==> src/rtl/pop_acc_if.sv <==
// rtl/pop_acc_if.sv - beat input and frame-total output handshakes of pop_acc
interface pop_acc_if #(
    parameter int IN    = 8,
    parameter int FRAME = 4,
    parameter int ACC_W = 4
);
    localparam int BW = $clog2(FRAME + 1);

    logic             in_valid;
    logic             in_ready;
    logic [IN-1:0]    in;
    logic             in_last;
    logic             out_valid;
    logic             out_ready;
    logic [ACC_W-1:0] out;
    logic [BW-1:0]    out_beats;
    logic             ovf;

    modport slave (
        input  in_valid, in, in_last, out_ready,
        output in_ready, out_valid, out, out_beats, ovf
    );

    modport master (
        output in_valid, in, in_last, out_ready,
        input  in_ready, out_valid, out, out_beats, ovf
    );
endinterface

==> src/rtl/pop_acc.sv <==
// rtl/pop_acc.sv - frame-based population-count accumulator
// Optional POP_ACC_SAT_EN: saturate the accumulator instead of wrapping.
module pop_acc #(
    parameter int IN    = 8,
    parameter bit ACT   = 1'b1,
    parameter int FRAME = 4,
    parameter int ACC_W = 4
) (
    input logic        clk,
    input logic        reset,
    pop_acc_if.slave   bus
);
    localparam int CW = $clog2(IN) + 1;
    localparam int BW = $clog2(FRAME + 1);
    // Wide enough that acc + count can never lose a carry.
    localparam int SW = ACC_W + CW;
    localparam logic [SW-1:0] MAX = {{CW{1'b0}}, {ACC_W{1'b1}}};

    typedef enum logic {ACC, HOLD} state_t;

    state_t           state;
    state_t           state_nxt;
    logic [CW-1:0]    cnt;
    logic [SW-1:0]    sum;
    logic             sum_ovf;
    logic [ACC_W-1:0] acc;
    logic [ACC_W-1:0] acc_nxt;
    logic [ACC_W-1:0] out_q;
    logic [BW-1:0]    beats;
    logic [BW-1:0]    beats_inc;
    logic [BW-1:0]    beats_q;
    logic             ovf_q;
    logic             accept;
    logic             frame_end;
    logic             in_ready;
    logic             out_valid;

    always_comb begin
        cnt = '0;
        for (int i = 0; i < IN; i++) begin
            cnt = cnt + CW'(bus.in[i] == ACT);
        end
    end

    assign sum     = SW'(acc) + SW'(cnt);
    assign sum_ovf = sum > MAX;

`ifdef POP_ACC_SAT_EN
    assign acc_nxt = sum_ovf ? {ACC_W{1'b1}} : sum[ACC_W-1:0];
`else
    assign acc_nxt = sum[ACC_W-1:0];
`endif

    assign beats_inc = beats + 1'b1;
    assign accept    = in_ready & bus.in_valid;
    assign frame_end = bus.in_last | (beats_inc == BW'(FRAME));

    always_ff @(posedge clk) begin
        if (reset) begin
            state <= ACC;
        end else begin
            state <= state_nxt;
        end
    end

    always_comb begin
        state_nxt = state;
        case (state)
            ACC:     if (accept && frame_end) state_nxt = HOLD;
            HOLD:    if (bus.out_ready)       state_nxt = ACC;
            default: state_nxt = ACC;
        endcase
    end

    always_comb begin
        in_ready  = 1'b0;
        out_valid = 1'b0;
        case (state)
            ACC:     in_ready  = 1'b1;
            HOLD:    out_valid = 1'b1;
            default: in_ready  = 1'b0;
        endcase
    end

    always_ff @(posedge clk) begin
        if (reset) begin
            acc     <= '0;
            beats   <= '0;
            ovf_q   <= 1'b0;
            out_q   <= '0;
            beats_q <= '0;
        end else if (accept) begin
            acc   <= acc_nxt;
            beats <= beats_inc;
            ovf_q <= ovf_q | sum_ovf;
            if (frame_end) begin
                out_q   <= acc_nxt;
                beats_q <= beats_inc;
            end
        end else if (out_valid && bus.out_ready) begin
            acc   <= '0;
            beats <= '0;
            ovf_q <= 1'b0;
        end
    end

    assign bus.in_ready  = in_ready;
    assign bus.out_valid = out_valid;
    assign bus.out       = out_q;
    assign bus.out_beats = beats_q;
    assign bus.ovf       = ovf_q;
endmodule
==> src/flat_wrapper.sv <==
// flat-port wrapper written by rule: the top's interface ports become plain ports
module pop_acc_flat 
#(
    parameter int IN    = 8,
    parameter bit ACT   = 1'b1,
    parameter int FRAME = 4,
    parameter int ACC_W = 4
)
  (clk, reset, bus_in_valid, bus_in, bus_in_last, bus_out_ready, bus_in_ready, bus_out_valid, bus_out, bus_out_beats, bus_ovf);
  pop_acc_if #(.IN(IN), .FRAME(FRAME), .ACC_W(ACC_W)) bus_i ();
  input logic clk;
  input logic reset;
  input wire logic [$bits(bus_i.in_valid)-1:0] bus_in_valid;
  input wire logic [$bits(bus_i.in)-1:0] bus_in;
  input wire logic [$bits(bus_i.in_last)-1:0] bus_in_last;
  input wire logic [$bits(bus_i.out_ready)-1:0] bus_out_ready;
  output wire logic [$bits(bus_i.in_ready)-1:0] bus_in_ready;
  output wire logic [$bits(bus_i.out_valid)-1:0] bus_out_valid;
  output wire logic [$bits(bus_i.out)-1:0] bus_out;
  output wire logic [$bits(bus_i.out_beats)-1:0] bus_out_beats;
  output wire logic [$bits(bus_i.ovf)-1:0] bus_ovf;
  assign bus_i.in_valid = bus_in_valid;
  assign bus_i.in = bus_in;
  assign bus_i.in_last = bus_in_last;
  assign bus_i.out_ready = bus_out_ready;
  assign bus_in_ready = bus_i.in_ready;
  assign bus_out_valid = bus_i.out_valid;
  assign bus_out = bus_i.out;
  assign bus_out_beats = bus_i.out_beats;
  assign bus_ovf = bus_i.ovf;
  pop_acc #(.IN(IN), .ACT(ACT), .FRAME(FRAME), .ACC_W(ACC_W)) u_core (.clk(clk), .reset(reset), .bus(bus_i));
endmodule
==> config.mk <==
export PLATFORM = sky130hd
export DESIGN_NAME = pop_acc_flat
export DESIGN_NICKNAME = d
export VERILOG_FILES = /design/src/rtl/pop_acc_if.sv /design/src/rtl/pop_acc.sv /design/src/flat_wrapper.sv
export SDC_FILE = /design/constraint.sdc
export NUM_CORES = 1
export LEC_CHECK = 0
export CELL_PAD_IN_SITES_DETAIL_PLACEMENT = 1
export CELL_PAD_IN_SITES_GLOBAL_PLACEMENT = 2
export CORE_MARGIN = 5
export CORE_UTILIZATION = 29
export CTS_CLUSTER_SIZE = 14
export DETAILED_ROUTE_END_ITERATION = 10
export PLACE_DENSITY_LB_ADDON = 0.1
export SYNTH_ARGS = -nofsm -noshare
export SYNTH_HDL_FRONTEND = slang
export SYNTH_SLANG_ARGS = --single-unit
==> constraint.sdc <==
create_clock -name clk -period 4.63 [get_ports clk]
set_clock_uncertainty 0.15 [all_clocks]
set_input_delay 0.926 -clock clk [delete_from_list [all_inputs] [get_ports clk]]
set_output_delay 0.926 -clock clk [all_outputs]
set_load 0.1 [all_outputs]
==> results.md <==
* DRT iter0 DRCs at 20
* Tightest Pin Transition at 0.974 ns
* Outcome: completed
* Final setup viols at 0
* Asr flop ratio synth at 0%
* Crit-path cells: clkdlybuf4s50_1, ha_1, inv_1, fa_1, fa_1, fa_1, fa_1, inv_1, ha_1, a21o_1, a21oi_1, xor2_1, o31ai_1
* Clk_lat worst skew at 0.28 ns
* Rel. slew slack at 34.9%
* Via density at 4.47
* Critical Path AT at 4.46 ns
* Met1 Track Usage GR at 10.7%
* Cell Pwr Density at 388 nW/um^2
* FF-to-FF Start: u_core.state
* RSZ-0062 raised after global routing: false
* Distinct cells, synth at 28
* CP max stage delay at 0.52 ns
* Rows at 21
* CP most frequent cell: fa_1
* DIE AREA at 4570 sq um
* H-tree depth at 1
* Met3 global-route usage at 1.16%
* Worst reg2reg setup slack at 2.75 ns
* Clock-pin slew on the worst setup and hold paths at 0.09 ns
* HPWL after DPL at 1.83 mm
* CTS tree: built
* DRC viols at 0
* Hold Startpoint: u_core.bus.ovf
* Register area share after synthesis at 33.3%
* Final min period at 4.47 ns
* Synthesized Nets at 129
* Hold path cells at 2
* Hold violation count in the final report at 0
* DIE WIDTH at 67.6 um
* Via Count at 774
* Slowest CP cell: fa_1
* CP required at 4.63 ns
* Static leakage at 0.581 nW
* Vias in the first global route at 812
* Die height at 67.6 um
* Worst R2R Path Depth at 4
* Avg Inst Size Synth at 9.42 sq um
* Ys Warns at 0
* # hold bufs at CTS at 0
* P&R area growth vs syn at 32.7%
* Drt pass-1 iters at 3
* Worst vdd ir at 0.122 mV
* #FFs+latches synth at 16
* First-pass GRT wire length at 3.53 mm
* Post-CTS setup buffers at 0
* WL final at 2.16 mm
* CTS Sinks at 16
* GR Util All Layers at 10.4%
* CTS Root Cell: clkbuf_4
* Starting Density at 29.3%
* Hold endpoint: u_core.bus.ovf
* Max Cap Viol at 0
* Routed wire per std cell at 12.5 um
* Inserted Clock Buffers at 3
* Initial antenna violation count at 0
* Routed Antenna Nets at 0
* GP Congestion at 0.678
* Post-cts gate resize count at 0
* Hold Crit Class: reg -> reg
* Clock buffer depth at 2
* Busiest grt layer: met2
* Port bufs at 22
* Synthesized cell area at 961 sq um
* CP Launch Type: input port
* Io pins at 23
* Filler cells at 397
* GRT met2 Usage at 20.3%
* Final Net Count at 155
* Fmax at 224 MHz
* Post-synth EDFFs at 0
* Global route overflow at 0
* Fin. max-slew vios at 0
* Core area at 3280 sq um
* Pin count of the biggest net entering global routing at 19
* Crit. End Element: flop
* Cells after Synth at 102
* Period utilization at 96.4%
* Top FF cell, synth: dfxtp_1
* Ant diodes at 0
* Layout cells sized above 1 at 6.30%
* Crit Path Category: in -> reg
* Reg2reg end: u_core.bus.out_beats[0]
* CP Max Fanout at 2
* Core Util, Final at 38.8%
* Total power at 0.494 mW
cell usage in the layout, fill, tap and decap left out, drive strengths merged, types with 5 or more instances in the layout:
master	count
fa	5
inv	16
dfxtp	16
mux2i	5
ha	9
a21oi	6
nor2	11
nand2	5
clkdlybuf4s50	22
sequential cells by signal, indices dropped and copies added (netlist names):
signal and flops:
u_core.beats 3, u_core.state 1, u_core.bus.out 4, u_core.acc 4, u_core.bus.out_beats 3, u_core.bus.ovf 1
report_power, final:
group	internal, mW	switching, mW
combinational	0.0943	0.142
sequential	0.155	0.0114
clock	0.0478	0.0433
area by class of cell:
cell class / instances / area [sq um] / share of cell area (%)
repair buffers: 24 / 235 / 18.4
inverters: 16 / 60.1 / 4.71
well taps: 46 / 57.6 / 4.51
clock buffers: 4 / 36.3 / 2.85
flip-flops and latches: 16 / 320 / 25.1
multi-input cells: 67 / 566 / 44.4
how the worst max path moves through the flow:
stage | startpoint | endpoint | cells past startpoint
3_3_place_gp | bus_in[0] | u_core.bus.out[3] | 13
6_report | bus_in[0] | u_core.bus.out[3] | 13
4_1_cts | bus_in[0] | u_core.bus.out[3] | 13
3_5_place_dp | bus_in[0] | u_core.bus.out[3] | 13
2_1_floorplan | bus_in[0] | u_core.bus.out[3] | 12
5_1_grt | bus_in[0] | u_core.bus.out[3] | 13
cell families (layout without fill, tap and decap cells):
kind of cell | after synthesis | after routing | synth area share [%]
adders and majority gates | 14 | 14 | 22.1
muxes | 5 | 5 | 5.21
xor gates and xnor gates | 4 | 4 | 4.43
buffers and inverters | 19 | 44 | 7.81
and+or+nand+nor | 25 | 25 | 12.8
AOI/OAI and AO/OA | 19 | 19 | 14.3
DFF | 16 | 16 | 33.3
cells in the mapped netlist (2+ instances only):
cell | number | area share (%)
nand2_1 | 5 | 2.0
a22oi_1 | 4 | 3.1
inv_1 | 16 | 6.3
dfxtp_1 | 16 | 33
nor2_1 | 11 | 4.3
a21oi_1 | 6 | 3.1
o31ai_1 | 2 | 1.6
mux2i_1 | 5 | 5.2
xnor2_1 | 2 | 1.8
nand3b_1 | 2 | 1.6
nor2b_1 | 3 | 2.0
ha_1 | 9 | 12
fa_1 | 5 | 10
o21a_1 | 2 | 1.6
worst max-delay path, delay by kind of cell:
family / cells / cell delay (ns)
AOI/OAI and AO/OA: 3 / 0.42
xor gates and xnor gates: 1 / 0.22
adders and majority gates: 6 / 2.37
buffers and inverters: 3 / 0.52
metrics by stage:
stage	std cells	hold slack, ns	setup WS (ns)	instance area (sq um)	TNS (ns)
6_report	173	0.320	0.165	1270	0
4_1_cts	173	0.325	0.139	1270	0
2_1_floorplan	102	0.315	0.431	961	0
3_3_place_gp	169	0.293	-0.117	1240	-0.324
5_1_grt	173	0.359	0.0147	1270	0
3_5_place_dp	169	0.310	-0.173	1240	-0.717
layer usage:
| layer | vias to the layer above | part of all wire, % |
|---|---|---|
| met5 | - | 0 |
| met4 | 0 | 2.3 |
| met3 | 4 | 3.4 |
| met2 | 17 | 53 |
| met1 | 373 | 41 |
| li1 | 380 | - |
(Power assumes the default switching activity.)
